<file path="config.mk">
export PLATFORM = sky130hd
export DESIGN_NAME = magnetron_power_ctrl
export DESIGN_NICKNAME = d
export VERILOG_FILES = /design/src/rtl/magnetron_power_ctrl.sv
export SDC_FILE = /design/constraint.sdc
export NUM_CORES = 1
export LEC_CHECK = 0
export ABC_CLOCK_PERIOD_IN_PS = 4700
export CAP_MARGIN = 10
export CELL_PAD_IN_SITES_DETAIL_PLACEMENT = 1
export CELL_PAD_IN_SITES_GLOBAL_PLACEMENT = 2
export CORE_AREA = 2 2 67 69
export CTS_CLUSTER_DIAMETER = 40
export CTS_CLUSTER_SIZE = 40
export DETAILED_ROUTE_END_ITERATION = 8
export DIE_AREA = 0 0 69 71
export PLACE_DENSITY_LB_ADDON = 0.1
export SYNTH_ARGS = -nofsm -noshare
export SYNTH_HDL_FRONTEND = slang
export SYNTH_SLANG_ARGS = --single-unit
</file>
<file path="constraint.sdc">
create_clock -name clk -period 4.7 [get_ports clk]
set_input_delay 0.705 -clock clk [delete_from_list [all_inputs] [get_ports clk]]
set_output_delay 0.705 -clock clk [all_outputs]
set_load 0.005 [all_outputs]
</file>
<file path="src/rtl/magnetron_power_ctrl.sv">
// magnetron_power_ctrl: run/pause/idle sequencer for a microwave magnetron.
// Provides slot-based duty-cycle power control, fan run-on after cooking,
// and cavity lamp control. The door interlock on mag_on is combinational,
// so the magnetron turns off without waiting for a clock edge.
module magnetron_power_ctrl #(
  parameter int PWR_W    = 3,
  parameter int SLOT_CYC = 100,
  parameter int FAN_HOLD = 500
) (
  input  logic             clk,
  input  logic             resetN,
  input  logic             startN,
  input  logic             stopN,
  input  logic             clearN,
  input  logic             door_closed,
  input  logic             timer_done,
  input  logic [PWR_W-1:0] power_lvl,
  output logic             mag_on,
  output logic             fan_on,
  output logic             lamp_on,
  output logic [1:0]       state,
  output logic             done
);

  localparam int MAX_LVL = (2 ** PWR_W) - 1;
  localparam int CNT_W   = (SLOT_CYC > 1) ? $clog2(SLOT_CYC) : 1;
  localparam int FAN_W   = $clog2(FAN_HOLD + 1);

  localparam logic [CNT_W-1:0] SLOT_LAST = CNT_W'(SLOT_CYC - 1);
  localparam logic [PWR_W-1:0] IDX_LAST  = PWR_W'(MAX_LVL - 1);
  localparam logic [FAN_W-1:0] FAN_LOAD  = FAN_W'(FAN_HOLD);

  typedef enum logic [1:0] {
    ST_IDLE  = 2'b00,
    ST_COOK  = 2'b01,
    ST_PAUSE = 2'b10
  } state_t;

  state_t           r_state;
  logic             r_start_prev;
  logic [CNT_W-1:0] r_slot_cnt;
  logic [PWR_W-1:0] r_slot_idx;
  logic [PWR_W-1:0] r_lvl_q;
  logic             r_mag_q;
  logic [FAN_W-1:0] r_fan_cnt;
  logic             r_done;

  state_t           w_state_nxt;
  logic             w_start_evt;
  logic             w_enter_cook;
  logic             w_leave_cook;
  logic             w_slot_wrap;
  logic             w_frame_wrap;
  logic [CNT_W-1:0] w_cnt_nxt;
  logic [PWR_W-1:0] w_idx_nxt;
  logic [PWR_W-1:0] w_lvl_nxt;
  logic             w_done_nxt;

  // A start event is a falling edge of startN, so holding the key gives one event.
  assign w_start_evt = r_start_prev & ~startN;

  // Next-state decision; clear beats timer, timer beats stop/door, those beat start.
  always_comb begin
    w_state_nxt = r_state;
    if (!clearN) begin
      w_state_nxt = ST_IDLE;
    end else if ((r_state == ST_COOK) && timer_done) begin
      w_state_nxt = ST_IDLE;
    end else if ((r_state == ST_COOK) && (!stopN || !door_closed)) begin
      w_state_nxt = ST_PAUSE;
    end else if ((r_state != ST_COOK) && w_start_evt && door_closed && stopN && !timer_done) begin
      w_state_nxt = ST_COOK;
    end
  end

  assign w_enter_cook = (r_state != ST_COOK) && (w_state_nxt == ST_COOK);
  assign w_leave_cook = (r_state == ST_COOK) && (w_state_nxt != ST_COOK);
  assign w_done_nxt   = (r_state == ST_COOK) && clearN && timer_done;

  assign w_slot_wrap  = (r_slot_cnt == SLOT_LAST);
  assign w_frame_wrap = w_slot_wrap && (r_slot_idx == IDX_LAST);

  // Duty counters: restart on COOK entry, advance only while staying in COOK.
  always_comb begin
    w_cnt_nxt = r_slot_cnt;
    w_idx_nxt = r_slot_idx;
    w_lvl_nxt = r_lvl_q;
    if (w_enter_cook) begin
      w_cnt_nxt = '0;
      w_idx_nxt = '0;
      w_lvl_nxt = power_lvl;
    end else if ((r_state == ST_COOK) && (w_state_nxt == ST_COOK)) begin
      if (w_slot_wrap) begin
        w_cnt_nxt = '0;
        if (w_frame_wrap) begin
          w_idx_nxt = '0;
          w_lvl_nxt = power_lvl;
        end else begin
          w_idx_nxt = r_slot_idx + 1'b1;
        end
      end else begin
        w_cnt_nxt = r_slot_cnt + 1'b1;
      end
    end
  end

  // FSM state and registered control outputs.
  always_ff @(posedge clk or negedge resetN) begin
    if (!resetN) begin
      r_state      <= ST_IDLE;
      r_start_prev <= 1'b1;
      r_slot_cnt   <= '0;
      r_slot_idx   <= '0;
      r_lvl_q      <= '0;
      r_mag_q      <= 1'b0;
      r_done       <= 1'b0;
    end else begin
      r_state      <= w_state_nxt;
      r_start_prev <= startN;
      r_slot_cnt   <= w_cnt_nxt;
      r_slot_idx   <= w_idx_nxt;
      r_lvl_q      <= w_lvl_nxt;
      r_mag_q      <= (w_state_nxt == ST_COOK) && (w_idx_nxt < w_lvl_nxt);
      r_done       <= w_done_nxt;
    end
  end

  // Fan run-on counter: loaded on leaving COOK, counts down to zero outside COOK.
  always_ff @(posedge clk or negedge resetN) begin
    if (!resetN) begin
      r_fan_cnt <= '0;
    end else if (w_leave_cook) begin
      r_fan_cnt <= FAN_LOAD;
    end else if (r_state == ST_COOK) begin
      r_fan_cnt <= '0;
    end else if (r_fan_cnt != '0) begin
      r_fan_cnt <= r_fan_cnt - 1'b1;
    end
  end

  // The door gate on the magnetron is deliberately combinational.
  assign mag_on  = r_mag_q & door_closed;
  assign fan_on  = (r_state == ST_COOK) || (r_fan_cnt != '0);
  assign lamp_on = resetN & ((r_state == ST_COOK) || !door_closed);
  assign state   = r_state;
  assign done    = r_done;

endmodule

</file>
After elaboration in Yosys (flattened, before gate mapping):

Index checks and enable logic that the tools add are counted.

* register bits: 27
* output and inout port bits: 6
* word-level logic and storage cells: 62

* $add $sub $neg: 3
* $lt $le $gt $ge: 1
* equal/unequal tests: 6
* muxes and demuxes: 18
* bitwise operators: 4
* reductions and logical operators: 22

Operators with widths (count)
* two-way mux 9 bit: 3
* two-way mux 3 bit: 8
* two-way mux 7 bit: 3
* logical AND 1 bit: 13
* nonzero test 9 bit: 1
* subtractor 9 x 1 -> 9 bit, second input constant: 1
* two-way mux 2 bit: 4
* adder 7 x 1 -> 7 bit, second input constant: 1
* == test 7 bit, second input constant: 1
* == test 2 x 1 -> 1 bit, second input constant: 2
* != test 2 x 1 -> 1 bit, second input constant: 2
* adder 3 x 1 -> 3 bit, second input constant: 1
* AND 1 bit: 3
* == test 3 bit, second input constant: 1
* zero test 1 bit: 3
* logical OR 1 bit: 3
* less-than comparator 3 bit: 1
* nonzero test 3 bit: 1
* nonzero test 2 bit: 1
* NOT 1 bit: 1

Longest topological paths before layout:

Gate-level depths: netlist (run 1).

* word-level depth: 16
* gate-level depth with buffers: 10
* depth with buffers taken out: 10

Worst setup path before layout (run 1):

Ideal clock, no wire load.

* path type: reg-to-reg
* start point: register r_slot_cnt[0]
* end point: register r_mag_q
* setup time: 0.095 ns
* data arrival time: 2.329 ns
* path slack: 2.275 ns
* cell stages (with the launch flop): 11
* path buffers: 0
* cell sequence: dfrtp_1 ha_1 nor4bb_1 nand2_1 o21a_1 o21ai_0 o21ai_0 ha_1 a211o_1 a21o_1 o31ai_1

* longest elaborated chain between the ends: 8
* elaborated cells between the ends (all ways): 12

RTL lines
* from (decl): RTL line 41 `logic [CNT_W-1:0] r_slot_cnt;`
* from (signal assigned): RTL line 120 `r_slot_cnt <= w_cnt_nxt;`
* == test 7 bit *: RTL line 80 `assign w_slot_wrap = (r_slot_cnt == SLOT_LAST);`
* logical AND 1 bit: RTL line 81 `assign w_frame_wrap = w_slot_wrap && (r_slot_idx == IDX_LAST);`
* two-way mux 3 bit: RTL line 95 `if (w_frame_wrap) begin`
* two-way mux 3 bit *: RTL line 93 `if (w_slot_wrap) begin`
* two-way mux 3 bit *: RTL line 92 `end else if ((r_state == ST_COOK) && (w_state_nxt == ST_COOK)) begin`
* two-way mux 3 bit *: RTL line 88 `if (w_enter_cook) begin`
* via w_idx_nxt[2]: RTL line 55 `logic [PWR_W-1:0] w_idx_nxt;`
* less-than comparator 3 bit *: RTL line 123 `r_mag_q <= (w_state_nxt == ST_COOK) && (w_idx_nxt < w_lvl_nxt);`
* logical AND 1 bit *: RTL line 123
* to (signal assigned): RTL line 123
* to (decl): RTL line 44 `logic r_mag_q;`

The timed path passes the listed nets; every way through them passes the cells marked *.
A chain may end at the register's enable or synchronous reset.

Worst setup path in the final report (run 1):

* start point: register r_fan_cnt[0]
* end point: output fan_on

* longest elaborated chain between the ends: 2

RTL lines
* from (decl): RTL line 45 `logic [FAN_W-1:0] r_fan_cnt;`
* from (signal assigned): RTL line 137 `r_fan_cnt <= r_fan_cnt - 1'b1;`
* nonzero test 9 bit: RTL line 143 `assign fan_on = (r_state == ST_COOK) || (r_fan_cnt != '0);`
* logical OR 1 bit: RTL line 143
* to (decl): RTL line 19 `output logic fan_on,`

No other way between the ends.

==> results.json, run 1 <==
{
  "multiInputGateArea_um2": 782,
  "hold_path.class": "reg -> reg",
  "drive_gt1_share_pct": 5.78,
  "yosys-top-cells-area": "dfrtp_1 (43%), ha_1 (5.0%), o21ai_0 (5.0%), nand2_1 (4.0%), a21oi_1 (3.7%)",
  "final_hold_viol_count": 0,
  "async_flop_share_pct": 100,
  "setup_violations": 0,
  "track_usage_pct": 16.8,
  "synth_cells": 157,
  "postRouteAntennaNets": 0,
  "ys.flop_type": "dfrtp_1",
  "drt-wirelength-per-cell_um": 16.6,
  "critPathTopFamily": "simple AND/OR/NAND/NOR gates",
  "core_um2": 4200,
  "area_delta_synth_final_pct": 16.9,
  "synth-seq-cells": 27,
  "rsz0062_at_grt": "false",
  "worstMarginPinSlew_ns": 0.717,
  "die-area_um2": 4900,
  "place.detailed.hpwl_um": 2800,
  "ctsResizeCount": 0,
  "grt_pass1_vias": 1349,
  "required_ns": 3.99,
  "grt_max_degree": 29,
  "tns_ns": 0,
  "cts_tree": "yes",
  "cts_inserted_buffers": 3,
  "insertion_delay_ns": 0.27,
  "leakagePower_nw": 0.709,
  "finalCoreUtilization_pct": 41.6,
  "port_buffers": 15,
  "drv_cap": 0,
  "drtIter0Drc": 64,
  "n_antenna_cell": 0,
  "cp.arrival_ns": 2.50,
  "crit_fanout": 9,
  "vias": 1265,
  "slew-limit-headroom_pct": 51.9,
  "start_util_pct": 35.6,
  "rows": 24,
  "r2r_slack_ns": 1.90,
  "antenna_found_initial": 0,
  "wirelength_um": 3730,
  "synth_area_um2": 1500,
  "ctsHoldBuffers": 0,
  "slowest_stage": "nor4b_4",
  "critPathBufInv": 2,
  "root_buffer": "clkbuf_8",
  "use_met1_pct": 23.1,
  "skew_ns": 0.00316,
  "clk_path_buf_depth": 2,
  "maxSlewViolCount": 0,
  "grtUsageMet2_pct": 28.1,
  "clk_pin_slew_worst_paths_ns": 0.10,
  "p_per_area_nw_per_um2": 337,
  "cts_sinks": 27,
  "synth-edff-count": 0,
  "nNetsFinal": 190,
  "ios": 16,
  "outcome": "finished, final reports clean",
  "fin_crit_ns": 3.20,
  "ir_worst_vdd_mv": 0.120,
  "avgSynthCellArea_um2": 9.54,
  "die_h_um": 71,
  "globalRouteOverflowTotal": 0,
  "die_w_um": 69,
  "yosysUniqueCellTypes": 42,
  "grt_pass1_wl_um": 6620,
  "yosys-top-cells-count": "dfrtp_1 (26), nand2_1 (16), o21ai_0 (15)",
  "place_congestion": 0.703,
  "drc": 0,
  "post_cts_buffers": 0,
  "busiest_layer": "met2",
  "max_freq_mhz": 312,
  "cp-end-kind": "output port",
  "seq_area_um2": 677,
  "nFillCells": 503,
  "min_period_over_period_pct": 68.1,
  "slowest_delay_ns": 0.53,
  "yosysTopAreaCellShare_pct": 43.4,
  "first_pass_iters": 4,
  "grt_use_met3_pct": 2.28,
  "htree_levels": 1,
  "path_cells": "inv_1 > ha_1 > or3b_4 > nor4b_4 > nand2_1 > clkdlybuf4s50_1",
  "start_kind": "flip-flop",
  "ys_seq_area_share_pct": 45.2,
  "worstSetupPathType": "reg -> out",
  "syn-num-nets": 173,
  "post-synth-top-count-cell": "dfrtp_1",
  "via_per_inst": 5.62,
  "ys_warn_count": 0,
  "yosysTopAreaCell": "dfrtp_1"
}
==> metrics by stage <==
stage               hold slack [ns]  power [W]  setup WS, ns  cell area, um^2  std cells
finish                        0.516   0.000590          1.50             1750        225
global route                  0.559   0.000637          1.35             1750        225
CTS                           0.529   0.000597          1.45             1750        225
detailed placement            0.505   0.000462          1.40             1700        221
global placement              0.472   0.000448          1.49             1700        221
floorplan                     0.409   0.000412          2.28             1500        157
==> area by class of cell <==
| type | instances | area share, % |
|---|---|---|
| multi-input cells | 120 | 44.7 |
| repair buffers | 16 | 9.01 |
| inverters | 6 | 1.29 |
| clock inverters | 1 | 0.286 |
| flip-flops and latches | 27 | 38.7 |
| well taps | 52 | 3.72 |
| clock buffers | 3 | 2.36 |
==> where the power goes <==
part	switching [W]	leakage, nW	total (W)	internal, W
clock network	0.0000764	0.0255	0.000136	0.0000595
logic	0.0000634	0.346	0.000131	0.0000679
registers	0.0000474	0.337	0.000323	0.000275
total	0.000187	0.709	0.000590	0.000403
==> worst min-delay path: stages, from the launching register on <==
cell	delay [ns]
dfrtp_1	0.33
mux2i_1	0.09
inv_1	0.06
==> cell families (layout without fill, tap and decap cells) <==
kind of cell	after synthesis	count (layout)	share of synthesized area (%)
simple gates	60	60	23.6
compound gates	47	47	19.3
flops	27	27	45.2
buf+inv	10	26	2.59
fa+ha+maj	6	6	5.01
xor+xnor	5	5	2.92
mux	2	2	1.34
==> worst paths after layout <==
check,endpoint,startpoint,cells past startpoint
max,fan_on,r_fan_cnt[0],6
min,r_lvl_q[2],r_lvl_q[2],2
max reg2reg,r_mag_q,r_slot_cnt[0],10
min reg2reg,r_lvl_q[2],r_lvl_q[2],2
max in group asynchronous,r_start_prev,resetN,2
min in group asynchronous,r_fan_cnt[7],resetN,2
==> cell usage in the layout, fill, tap and decap left out, drive strengths merged, types with 2 or more instances in the layout <==
cell and count:
ha 6, nor4 2, a21o 2, nand3 4
a21boi 3, a21oi 11, and2 2, a211o 2
o21ai 16, o211ai 4, xnor2 3, and3 3
a31oi 3, nand2b 3, nor2 8, nand4 2
xor2 2, o31ai 2, clkbuf 3, nor3 4
clkdlybuf4s50 15, mux2i 2, nand2 16, nor3b 2
inv 6, nor2b 5, dfrtp 26
==> per-layer routing <==
metal	vias to the layer above	share of wire [%]
met2	17	49
met3	4	2.1
met4	0	0.99
met5	-	0
met1	632	48
li1	612	-
==> registers in the layout (all words and copies together) (netlist names) <==
register / count
r_slot_idx: 3
r_lvl_q: 3
r_fan_cnt: 9
r_mag_q: 1
state: 2
r_slot_cnt: 7
done: 1
r_start_prev: 1
(Power assumes the default switching activity.)
==> inputs of run 2 (changes only) <==
--- a/config.mk
+++ b/config.mk
@@ -5,15 +5,15 @@
 export SDC_FILE = /design/constraint.sdc
 export NUM_CORES = 1
 export LEC_CHECK = 0
-export ABC_CLOCK_PERIOD_IN_PS = 4700
+export ABC_CLOCK_PERIOD_IN_PS = 2950
 export CAP_MARGIN = 10
 export CELL_PAD_IN_SITES_DETAIL_PLACEMENT = 1
 export CELL_PAD_IN_SITES_GLOBAL_PLACEMENT = 2
-export CORE_AREA = 2 2 67 69
+export CORE_AREA = 2 2 69 71
 export CTS_CLUSTER_DIAMETER = 40
 export CTS_CLUSTER_SIZE = 40
 export DETAILED_ROUTE_END_ITERATION = 8
-export DIE_AREA = 0 0 69 71
+export DIE_AREA = 0 0 71 73
 export PLACE_DENSITY_LB_ADDON = 0.1
 export SYNTH_ARGS = -nofsm -noshare
 export SYNTH_HDL_FRONTEND = slang
==> constraint.sdc (replaced) <==
create_clock -name clk -period 2.95 [get_ports clk]
set_input_delay 0.4425 -clock clk [delete_from_list [all_inputs] [get_ports clk]]
set_output_delay 0.4425 -clock clk [all_outputs]
set_load 0.005 [all_outputs]
==> run 2 against run 1 <==
Sequential share of layout area fell by 0.84 points. First-iteration DRC count rose by 63%. Via count fell by 0.87%. Combinational power rose by 61%. Cell count rose by 2.7%. Largest power group unchanged. Critical endpoint is now r_mag_q. Largest cell class unchanged. Clock power rose by 65%.
==> results.json, run 2 (synthesis gave the netlist of run 1 again) <==
{
  "largest_reg_flops": 9,
  "cts_inserted_buffers": 3,
  "wirelength_um": 3930,
  "drv_cap": 0,
  "min_period_over_period_pct": 91.7,
  "port_buffers": 15,
  "die-area_um2": 5180,
  "final_design_area_no_fill_um2": 1790,
  "placed_area_um2": 1740,
  "slowest_delay_ns": 0.42,
  "final_hold_viol_count": 0,
  "slowest_stage": "nor4bb_2",
  "setup_violations": 0,
  "core_um2": 4540,
  "drc": 0,
  "final_common_cell": "dfrtp_1",
  "ir_worst_vdd_mv": 0.150,
  "drtIter0Drc": 104,
  "p_per_area_nw_per_um2": 532,
  "r2r_end": "r_mag_q",
  "rsz0062_at_grt": "false",
  "grt_max_degree": 28,
  "start_util_pct": 33.0,
  "m1WireLength_um": 1820,
  "dr.max_layer_used": "met4",
  "rr_worst_depth": 10,
  "insertion_delay_ns": 0.28,
  "place_congestion": 0.732,
  "fin_crit_ns": 2.70,
  "die_h_um": 73,
  "grt_pass1_wl_um": 6770,
  "leakagePower_nw": 0.727,
  "maxSlewViolCount": 0,
  "skew_ns": 0.00114,
  "place.detailed.hpwl_um": 2940,
  "globalRouteOverflowTotal": 0,
  "crit_fanout": 5,
  "max_freq_mhz": 370,
  "hold_path.class": "reg -> reg",
  "nFillCells": 532,
  "cts_tree": "yes",
  "top_register": "r_fan_cnt",
  "worstHoldEndpoint": "r_slot_cnt[6]",
  "vias": 1254,
  "ctsResizeCount": 0,
  "total_power_w": 0.000952,
  "outcome": "finished, final reports clean",
  "layout_common_cells": "dfrtp_1 (26), nand2_1 (16), o21ai_0 (15), clkdlybuf4s50_1 (15), a21oi_1 (11)",
  "clk_pin_slew_worst_paths_ns": 0.10,
  "drive_gt1_share_pct": 8.47,
  "antenna_found_initial": 0,
  "r2r_start": "r_slot_cnt[0]",
  "postRouteAntennaNets": 0,
  "cts_sinks": 27,
  "ctsHoldBuffers": 0,
  "worstSetupPathType": "reg -> reg",
  "slew-limit-headroom_pct": 57.8,
  "n_antenna_cell": 0,
  "hold_depth": 1,
  "worstHoldStart": "r_slot_cnt[6]",
  "die_w_um": 71,
  "tns_ns": 0,
  "first_pass_iters": 4,
  "root_buffer": "clkbuf_8",
  "ios": 16,
  "worstMarginPinSlew_ns": 0.631,
  "post_cts_buffers": 0,
  "drt-wirelength-per-cell_um": 17.0,
  "start_kind": "flip-flop",
  "wl_met3_um": 56,
  "area_delta_synth_final_pct": 19.5,
  "track_usage_pct": 16.9,
  "htree_levels": 1,
  "cp-end-kind": "flip-flop",
  "wl_met2_um": 2020,
  "grt_pass1_vias": 1391,
  "rows": 25,
  "path_cells": "ha_1 > nor4bb_2 > nand2_1 > o21a_1 > o21ai_0 > o21ai_0 > ha_1 > a211o_1 > a21o_1 > o31ai_1",
  "worst_hold_slack_ns": 0.513,
  "required_ns": 3.15,
  "cp.arrival_ns": 2.90,
  "r2r_slack_ns": 0.25,
  "via_per_inst": 5.43,
  "nNetsFinal": 194,
  "clk_path_buf_depth": 2,
  "biggestRegsByFlops": "r_fan_cnt x9, r_slot_cnt x7"
}
[run 2: worst max path at each step]
stage / from / endpoint / slack (ns) / cells after the start
final: r_slot_cnt[0] / r_mag_q / 0.25 / 10
after CTS: r_slot_cnt[0] / r_mag_q / 0.15 / 9
after global placement: startN / r_mag_q / 0.27 / 9
after global routing: r_slot_cnt[0] / r_mag_q / 0.09 / 10
after detailed placement: startN / r_mag_q / 0.15 / 9
after floorplan: r_slot_cnt[0] / r_mag_q / 0.53 / 10
[run 2: power by group]
group	total (W)	internal (W)	switching (W)
clock	0.000224	0.0000951	0.000128
combinational	0.000211	0.000109	0.000102
sequential	0.000517	0.000438	0.0000783
total	0.000952	0.000642	0.000309
[run 2: worst max-delay path, delay by kind of cell, from the launching register on]
family,cells,cell delay (ns)
fa+ha+maj,2,0.60
simple gates,2,0.60
compound gates,6,1.03
flops,1,0.40
[run 2: layer usage]
layer  vias up  track usage (%)
met5         -                0
met4         0             6.08
met3         4             2.21
met2         9             30.3
met1       630             20.9
li1        611                -
[run 2: area by class of cell]
cell class	instances	area (um^2)	area share, %
Clock inverter	1	5.00	0.280
Clock buffer	3	41.3	2.31
Timing Repair Buffer	20	188	10.5
Tap cell	54	67.6	3.78
Multi-Input combinational cell	120	788	44.1
Sequential cell	27	677	37.8
Inverter	6	22.5	1.26
[run 2: through the flow]
step | util (%) | std cells | setup slack, ns
after floorplan | - | 157 | 0.525
after global placement | 38.3 | 227 | 0.271
after detailed placement | 38.3 | 227 | 0.152
after CTS | 39.3 | 231 | 0.149
after global routing | 39.4 | 231 | 0.0937
final | 39.4 | 231 | 0.246
==> inputs of run 3 (changes only) <==
--- a/config.mk
+++ b/config.mk
@@ -14,7 +14,7 @@
 export CTS_CLUSTER_SIZE = 40
 export DETAILED_ROUTE_END_ITERATION = 8
 export DIE_AREA = 0 0 71 73
-export PLACE_DENSITY_LB_ADDON = 0.1
+export PLACE_DENSITY = 0.82
 export SYNTH_ARGS = -nofsm -noshare
 export SYNTH_HDL_FRONTEND = slang
 export SYNTH_SLANG_ARGS = --single-unit
==> run 3 against run 2 <==
Utilization is 0.14 points higher. Count of clock-buffer cells in the layout is 1 higher. Fmax is 1.5% higher. First-iteration DRC count is 38% lower. Hold slack worse by 0.0064 ns. Clock power is 3% lower. Critical path type is now reg -> out. Largest power group unchanged. Highest routed layer unchanged.
==> results.json, run 3 (synthesis gave the netlist of run 1 again) <==
{
  "tns_ns": 0,
  "max_freq_mhz": 375,
  "drive_gt1_share_pct": 8.43,
  "start_kind": "flip-flop",
  "cp-end-kind": "output port",
  "place_congestion": 0.827,
  "htree_levels": 1,
  "wirelength_um": 3680,
  "cts_inserted_buffers": 3,
  "grt_max_degree": 28,
  "die_w_um": 71,
  "hold_path.class": "reg -> reg",
  "worstMarginPinSlew_ns": 0.651,
  "drtIter0Drc": 64,
  "maxSlewViolCount": 0,
  "first_pass_iters": 4,
  "clk_path_buf_depth": 2,
  "power_switching_w": 0.000295,
  "ios": 16,
  "drv_cap": 0,
  "die_h_um": 73,
  "final_common_cell": "dfrtp_1",
  "fin_crit_ns": 2.66,
  "start_util_pct": 33.0,
  "path_cells": "inv_1 > ha_1 > or3b_4 > nor4b_4 > nand2_1 > clkdlybuf4s50_1",
  "outcome": "finished, final reports clean",
  "p_sw_share_pct": 31.4,
  "worst_hold_slack_ns": 0.507,
  "postRouteAntennaNets": 0,
  "vias": 1272,
  "track_usage_pct": 16.0,
  "cts_tree": "yes",
  "r2r_slack_ns": 0.29,
  "p_seq_share_pct": 54.4,
  "final_hold_viol_count": 0,
  "rows": 25,
  "drt-wirelength-per-cell_um": 15.9,
  "rsz0062_at_grt": "false",
  "via_per_inst": 5.48,
  "grt_pass1_vias": 1359,
  "die-area_um2": 5180,
  "internal_power_w": 0.000644,
  "globalRouteOverflowTotal": 0,
  "core_um2": 4540,
  "slowest_delay_ns": 0.45,
  "leakagePower_nw": 0.730,
  "ir_worst_vdd_mv": 0.219,
  "skew_ns": 0.00400,
  "cts_sinks": 27,
  "top_register": "r_fan_cnt",
  "drc": 0,
  "worst_slack_ns": 0.287,
  "p_per_area_nw_per_um2": 523,
  "critPathTopFamily": "simple AND/OR/NAND/NOR gates",
  "port_buffers": 15,
  "p_clk_share_pct": 23.1,
  "pre_cts_ws_ns": 0.162,
  "layout_common_cells": "dfrtp_1 (26), nand2_1 (16), o21ai_0 (15), clkdlybuf4s50_1 (15), a21oi_1 (11)",
  "clk_pin_slew_worst_paths_ns": 0.09,
  "n_antenna_cell": 0,
  "biggestRegsByFlops": "r_fan_cnt x9, r_slot_cnt x7",
  "slowest_stage": "clkdlybuf4s50_1",
  "p_comb_share_pct": 22.6,
  "cp.arrival_ns": 2.22,
  "post_cts_buffers": 0,
  "crit_fanout": 4,
  "worstSetupPathType": "reg -> out",
  "setup_violations": 0,
  "largest_reg_flops": 9,
  "place.detailed.hpwl_um": 2800,
  "min_period_over_period_pct": 90.3,
  "antenna_found_initial": 0,
  "insertion_delay_ns": 0.27,
  "critPathBufInv": 2,
  "nNetsFinal": 195,
  "grt_pass1_wl_um": 6510,
  "area_delta_synth_final_pct": 19.9,
  "root_buffer": "clkbuf_8",
  "slew-limit-headroom_pct": 56.5,
  "required_ns": 2.51
}
## run 3: changes by cell type in the layout (fill, tap and decap cells not counted)
cell      before  now
clkbuf_1       0    1
buf_4          5    6
clkinv_2       1    0
## run 3: cell type report
class | count | area, um^2
Fill cell | 522 | 2740
Multi-Input combinational cell | 120 | 788
Sequential cell | 27 | 677
Timing Repair Buffer | 21 | 195
Tap cell | 54 | 67.6
Clock buffer | 4 | 45.0
Inverter | 6 | 22.5
## run 3: final timing paths
path,startpoint,depth (start not counted),to
max,r_fan_cnt[0],6,fan_on
min,r_lvl_q[1],2,r_lvl_q[1]
max in group asynchronous,resetN,2,r_start_prev
max reg2reg,r_slot_cnt[0],9,r_mag_q
min reg2reg,r_lvl_q[1],2,r_lvl_q[1]
min in group asynchronous,resetN,2,r_fan_cnt[1]
## run 3: timing repair
item / 4_1_cts / 5_1_grt
hold buffers: 0 / 0
resized for setup: 0 / 1
setup endpoints to repair: 0 / 1
## run 3: through the flow
step	util, %	total power (W)	cells	instance area, um^2
2_1_floorplan	-	0.000657	157	1500
3_3_place_gp	38.5	0.000714	228	1740
3_5_place_dp	38.5	0.000734	228	1740
4_1_cts	39.4	0.000950	232	1790
5_1_grt	39.6	0.00100	232	1800
6_report	39.6	0.000940	232	1800
## run 3: layer usage
layer  vias to the layer above  global-route usage [%]  wire length (um)
met5                         -                       0                 0
met4                         0                    5.66                48
met3                         4                    2.07                76
met2                        15                    27.5              1810
met1                       639                    20.7              1740
li1                        614                       -                 -
## run 3: power by group through the flow
stage	combinational, W	clock (W)	sequential, W
CTS	0.000216	0.000221	0.000513
global route	0.000244	0.000235	0.000525
floorplan	0.000156	0	0.000500
global placement	0.000201	0	0.000513
detailed placement	0.000214	0	0.000520
finish	0.000212	0.000217	0.000511
## run 3: tightest hold or removal path: stages (launching register included)
cell	delay (ns)
dfrtp_1	0.34
mux2i_1	0.08
inv_1	0.05
